[config.mk]
export PLATFORM = sky130hd
export DESIGN_NAME = ber_align_counter
export DESIGN_NICKNAME = d
export VERILOG_FILES = /design/src/rtl/ber_align_counter.sv
export SDC_FILE = /design/constraint.sdc
export NUM_CORES = 2
export LEC_CHECK = 0
export ABC_AREA = 0
export BUFFER_PORTS_ARGS = -buffer_cell sky130_fd_sc_hd__clkbuf_2
export CORE_MARGIN = 2
export CORE_UTILIZATION = 55
export DETAILED_ROUTE_END_ITERATION = 16
export PLACE_DENSITY = 0.71
export SYNTH_ARGS = -nofsm -noshare
export SYNTH_HDL_FRONTEND = slang
export SYNTH_SLANG_ARGS = --single-unit
[constraint.sdc]
create_clock -name clock -period 70.9 [get_ports clock]
set_input_delay 14.18 -clock clock [delete_from_list [all_inputs] [get_ports clock]]
set_output_delay 14.18 -clock clock [all_outputs]
set_load 0.01 [all_outputs]
[src/rtl/ber_align_counter.sv]
// ber_align_counter: PRBS channel-delay search and locked BER accumulation.
// Optional snapshot registers are built when BER_SNAPSHOT_EN is defined.
module ber_align_counter #(
    parameter int MAX_DELAY  = 1024,
    parameter int PTR_W      = 10,
    parameter int WINDOW     = 511,
    parameter int WIN_W      = 9,
    parameter int LOCK_THR   = 0,
    parameter int UNLOCK_THR = 16,
    parameter int CNT_W      = 32
) (
    input  logic             clock,
    input  logic             i_reset,
    input  logic             i_enable,
    input  logic             i_valid,
    input  logic             i_data_ref,
    input  logic             i_data_rx,
    input  logic             i_clear,
`ifdef BER_SNAPSHOT_EN
    input  logic             i_snap,
    output logic [CNT_W-1:0] o_snap_bits,
    output logic [CNT_W-1:0] o_snap_errs,
`endif
    output logic             o_locked,
    output logic [PTR_W-1:0] o_delay,
    output logic [CNT_W-1:0] o_bit_count,
    output logic [CNT_W-1:0] o_err_count,
    output logic             o_window_done,
    output logic [7:0]       o_sweeps
);

    typedef enum logic {S_SEARCH, S_LOCKED} state_t;

    localparam int HW = MAX_DELAY - 1;
    localparam logic [WIN_W:0]   LOCK_TOT   = (WIN_W+1)'(LOCK_THR);
    localparam logic [WIN_W:0]   UNLOCK_TOT = (WIN_W+1)'(UNLOCK_THR);
    localparam logic [WIN_W-1:0] LAST_WIN   = WIN_W'(WINDOW - 1);
    localparam logic [PTR_W-1:0] LAST_DLY   = PTR_W'(MAX_DELAY - 1);

    state_t           state_q, state_d;
    logic [HW-1:0]    hist_q, hist_d;
    logic [PTR_W-1:0] delay_q, delay_d;
    logic [WIN_W-1:0] win_cnt_q, win_cnt_d;
    logic [WIN_W-1:0] win_err_q, win_err_d;
    logic [7:0]       sweeps_q, sweeps_d;
    logic [CNT_W-1:0] bits_q, bits_d;
    logic [CNT_W-1:0] errs_q, errs_d;
    logic             wdone_q, wdone_d;
`ifdef BER_SNAPSHOT_EN
    logic [CNT_W-1:0] snap_bits_q, snap_bits_d;
    logic [CNT_W-1:0] snap_errs_q, snap_errs_d;
`endif

    logic                 beat;
    logic                 err;
    logic                 last;
    logic                 wrap;
    logic [MAX_DELAY-1:0] ref_vec;
    logic [WIN_W:0]       total;

    // Reference tap select, error bit and window-end evaluation total.
    always_comb begin
        beat    = i_enable & i_valid;
        ref_vec = {hist_q, i_data_ref};
        err     = i_data_rx ^ ref_vec[delay_q];
        last    = (win_cnt_q == LAST_WIN);
        wrap    = (delay_q == LAST_DLY);
        total   = {1'b0, win_err_q} + {{WIN_W{1'b0}}, err};
    end

    // Next-state: search/lock decisions, window progress and accumulators.
    always_comb begin
        state_d   = state_q;
        hist_d    = hist_q;
        delay_d   = delay_q;
        win_cnt_d = win_cnt_q;
        win_err_d = win_err_q;
        sweeps_d  = sweeps_q;
        bits_d    = bits_q;
        errs_d    = errs_q;
        wdone_d   = beat & last;
        if (beat) begin
            hist_d = {hist_q[HW-2:0], i_data_ref};
            if (state_q == S_LOCKED && bits_q != '1) begin
                bits_d = bits_q + 1'b1;
                errs_d = errs_q + {{(CNT_W-1){1'b0}}, err};
            end
            if (last) begin
                win_cnt_d = '0;
                win_err_d = '0;
                if (state_q == S_SEARCH && total <= LOCK_TOT) begin
                    state_d = S_LOCKED;
                end else if (state_q == S_SEARCH || total > UNLOCK_TOT) begin
                    state_d = S_SEARCH;
                    delay_d = wrap ? '0 : delay_q + 1'b1;
                    if (wrap && sweeps_q != 8'hFF) begin
                        sweeps_d = sweeps_q + 1'b1;
                    end
                end
            end else begin
                win_cnt_d = win_cnt_q + 1'b1;
                if (win_err_q != '1) begin
                    win_err_d = win_err_q + {{(WIN_W-1){1'b0}}, err};
                end
            end
        end
        if (i_clear) begin
            bits_d = '0;
            errs_d = '0;
        end
    end

`ifdef BER_SNAPSHOT_EN
    // Snapshot captures the post-update live counters.
    always_comb begin
        snap_bits_d = snap_bits_q;
        snap_errs_d = snap_errs_q;
        if (i_snap) begin
            snap_bits_d = bits_d;
            snap_errs_d = errs_d;
        end
    end
`endif

    // State registers with asynchronous reset.
    always_ff @(posedge clock or posedge i_reset) begin
        if (i_reset) begin
            state_q     <= S_SEARCH;
            hist_q      <= '0;
            delay_q     <= '0;
            win_cnt_q   <= '0;
            win_err_q   <= '0;
            sweeps_q    <= '0;
            bits_q      <= '0;
            errs_q      <= '0;
            wdone_q     <= 1'b0;
`ifdef BER_SNAPSHOT_EN
            snap_bits_q <= '0;
            snap_errs_q <= '0;
`endif
        end else begin
            state_q     <= state_d;
            hist_q      <= hist_d;
            delay_q     <= delay_d;
            win_cnt_q   <= win_cnt_d;
            win_err_q   <= win_err_d;
            sweeps_q    <= sweeps_d;
            bits_q      <= bits_d;
            errs_q      <= errs_d;
            wdone_q     <= wdone_d;
`ifdef BER_SNAPSHOT_EN
            snap_bits_q <= snap_bits_d;
            snap_errs_q <= snap_errs_d;
`endif
        end
    end

    assign o_locked      = (state_q == S_LOCKED);
    assign o_delay       = delay_q;
    assign o_bit_count   = bits_q;
    assign o_err_count   = errs_q;
    assign o_window_done = wdone_q;
    assign o_sweeps      = sweeps_q;
`ifdef BER_SNAPSHOT_EN
    assign o_snap_bits   = snap_bits_q;
    assign o_snap_errs   = snap_errs_q;
`endif

endmodule

==> reports/metrics.csv <==
stage;metric;value;unit
run_status;outcome;finished, final reports clean;
drt;Vias/cell;5.547;
cts;number of gates resized after cts;0;
drt;WL final;121800;microns
synthesis;simple-gate share of the synthesized area;25.69;%
cts;Hold Buf Count CTS;0;
synthesis;synth top area cells;dfrtp_1 (54%), nand2_1 (23%), mux4_2 (8.9%), clkbuf_1 (1.9%), mux2i_1 (1.6%);
synthesis;cells after synthesis;5589;
synthesis;syn_nets;5605;
drt;Top Layer Used;met4;
floorplanning;IO Pins;91;
placed_design;IO Port Bufs;90;
grt;GRT overflow;0;
drt;initial DRC count;3797;
setup_path;RR Startpoint;o_delay[0];
cts;TritonCTS buffer count;116;
setup_path;Crit path max-delay family;compound AO/OA/AOI/OAI gates;
sta;RSZ-0062 raised after global routing;false;
setup_path;type of the worst setup path;in -> reg;
finish;ANT cells;0;
synthesis;Yosys reg bits;1125;
setup_path;crit path max fanout;14;
floorplanning;die area;0.09666;sq mm
floorplanning;die width;310.9;microns
setup_path;Slowest-stage cell, CP;o31ai_2;
run;# Max-Cap Violations;0;
power_and_ir_drop;Max VDD drop;21.20;uV
synthesis;Compound-Gate Fraction of Synth Area;3.413;%
cts;CTS sink count;1125;
drt;total number of vias;38070;
drt;DR WL met3;6789;microns
synthesis;asr flop ratio synth;100.0;%
cts;CTS root buffer;clkbuf_16;
sta;normalized max-slew margin;28.87;%
synthesis;dominant synthesized flop cell;dfrtp_1;
synthesis;EDFF count, synth;0;
finish;Final Util;60.67;%
setup_path;Setup crit start kind;primary input;
synthesis;mux share of post-synthesis cell area;11.79;%
synthesis;sequential share of the synthesized area;54.34;%
drt;# DRC;0;
sta;hold_ws;479.9;ps
sta;final hold violations;0;
drt;routed wl met2;57600;microns
drt;M1 WL;54410;microns
drt;antenna-violating nets left;0;
sta;final worst path period share;25.70;%
synthesis;Synth Area in Adders;0.2174;%
setup_path;WP data arrival;18790;ps
drt;drt wl/cell;17.74;microns
floorplanning;core area;0.09333;sq mm
sta;final setup fails;0;
finish;Non-Filler Instances;6864;
placed_design;routability cong.;0.8263;
floorplanning;Starting Density;55.51;%
sta;worst slew pin tran;1063;ps
cts;Worst-path clk slew;60;ps
setup_path;required time of the critical path;71480;ps
min_path;worst min-delay path category;reg -> reg;
power_and_ir_drop;Pwr per Cell Area;23.39;mW/mm^2
min_path;Hold Crit Start;hist_q[325];
floorplanning;num rows;112;
sta;Setup TNS Final;0;ps
synthesis;Post-Synth XOR/XNOR Area;1.285;%
finish;layout cells sized above 1;10.50;%
grt;number of antenna violations at the first check in global routing;0;
sta;min Tclk post-route;18220;ps
synthesis;Synth warnings;0;
finish;final net count;5530;
finish;Area Overhead vs Synth;9.311;%
cts;post-CTS setup-driven buffer insertion count;0;
synthesis;largest family of logic cells by synthesized area;simple AND/OR/NAND/NOR gates;
grt;all-layer global routing usage;25.46;%
drt;drt pass-1 iters;6;
grt;vias in the first global route;36910;
setup_path;critical-path cell list;clkbuf_2, mux4_2, a22o_1, a221oi_1, nor3_1, nor4_1, o32a_1, or4_1, nand4b_1, ha_1, ha_1, and4b_1, a2bb2oi_1, a2bb2oi_1, o21a_1, o31ai_2, and3b_1, mux2_2;
setup_path;Critical path origin;i_data_ref;
synthesis;synthesized cell area;0.05180;sq mm
cts;CTS HTree Levels;3;
grt;first-pass GRT wire length;200500;microns
synthesis;Avg Cell Area, Syn;9.269;sq um
setup_path;Critical Path End Type;register;
sta;Slew Limit Fails;0;
sta;top achievable clock speed;0.05489;GHz
synthesis;Yosys top cell by area;dfrtp_1;
power_and_ir_drop;Lkg Pwr;29.88;nW
cts;Clk Latency, worst-skew pair;710;ps
grt;largest net degree at the start of global routing;234;
synthesis;Yosys top cell area share;54.34;%
cts;Max Buffers Root-to-Sink;3;
setup_path;Buf/Inv on CP;1;
placed_design;cell count after placement;6650;
placed_design;DPL Wire Length;71900;microns
cts;CTS tree;done;
setup_path;CP peak stage delay;700;ps
sta;Worst Skew;27.48;ps
finish;Fill cells;7850;
floorplanning;DIE HEIGHT;310.9;microns
synthesis;Cell variety after synth;80;
[routing by layer]
layer  track usage (%)  up-vias
li1                  -    17950
met1             37.70    18960
met2             39.70      964
met3             3.412      200
met4             7.466        0
met5                 0        -
[worst reg2reg max path: cells and delay by family, from the launching register on]
| kind | cells | cell delay [ps] |
|---|---|---|
| simple gates | 3 | 890 |
| flops | 1 | 760 |
| fa+ha+maj | 2 | 590 |
| compound gates | 9 | 3090 |
| mux | 3 | 1250 |
| buf+inv | 2 | 1460 |
[report_power, final]
part	switching (mW)	total, mW	internal (mW)	leakage [nW]
Clock	0.258	0.611	0.354	1.90
Combinational	0.0478	0.0604	0.0126	12.3
Sequential	0.00620	0.652	0.646	15.7
[layout by cell type (no fill, tap or decap), drive strengths merged, types with 16 or more instances in the layout]
cell type,Yosys,final
a221oi,21,21
mux2i,85,85
xnor2,24,24
inv,15,19
clkinv,1,26
xor2,52,52
nor3,16,16
nand3,42,42
dfrtp,1125,1125
o21ai,45,45
mux2,17,17
a22oi,41,41
nor2,105,105
a21oi,40,40
nand2,3167,3167
nand4,29,29
clkbuf,264,266
buf,84,66
mux4,222,222
[sequential cells by signal, indices dropped and copies added (netlist names)]
name,cells
hist_q,1023
o_bit_count,32
o_delay,10
o_err_count,32
o_locked,1
o_sweeps,8
o_window_done,1
win_cnt_q,9
win_err_q,9
[Yosys cell counts (29+ instances only)]
library cell  number
o21ai_0           43
clkbuf_1         263
mux2i_1           85
buf_2             36
dfrtp_1         1125
nand4_1           29
mux4_2           205
xor2_1            52
a21oi_1           39
nor2_1           105
a22oi_1           41
nand2_1         3167
nand3_1           42
[path summary, 6_finish.rpt]
check | depth (start not counted) | slack, ps | end
worst min-delay path | 2 | 480 | hist_q[326]
worst max register to register | 19 | 62770 | o_sweeps[1]
worst min register to register | 2 | 480 | hist_q[326]
min in group asynchronous | 2 | 13650 | win_cnt_q[5]
max in group asynchronous | 5 | 53950 | o_bit_count[14]
worst max-delay path | 18 | 52680 | o_sweeps[1]
[area by class of cell]
| type | instances | area (sq um) | share of cell area [%] |
|---|---|---|---|
| clock buffers | 176 | 3501 | 6.182 |
| clock inverters | 38 | 340.3 | 0.6010 |
| inverters | 16 | 67.56 | 0.1193 |
| multi-input cells | 4099 | 22000 | 38.85 |
| flip-flops and latches | 1125 | 28160 | 49.74 |
| well taps | 1254 | 1569 | 2.771 |
| repair buffers | 156 | 983.4 | 1.737 |
[stage by stage]
stage | total power [mW] | area [sq um] | setup slack (ps)
after global placement | 0.7249 | 52790 | 52040
after detailed placement | 0.7252 | 52790 | 51990
after global routing | 1.370 | 56630 | 52390
after floorplan | 0.7097 | 51800 | 25040
after CTS | 1.336 | 56630 | 52720
final | 1.324 | 56630 | 52680
[cells by family (layout without fill, tap and decap cells)]
family	after synthesis	after routing
xor+xnor	76	76
mux	324	324
simple gates	3439	3439
compound gates	251	251
fa+ha+maj	9	9
buf+inv	365	386
flops	1125	1125
Power figures use the tool's default switching activity.
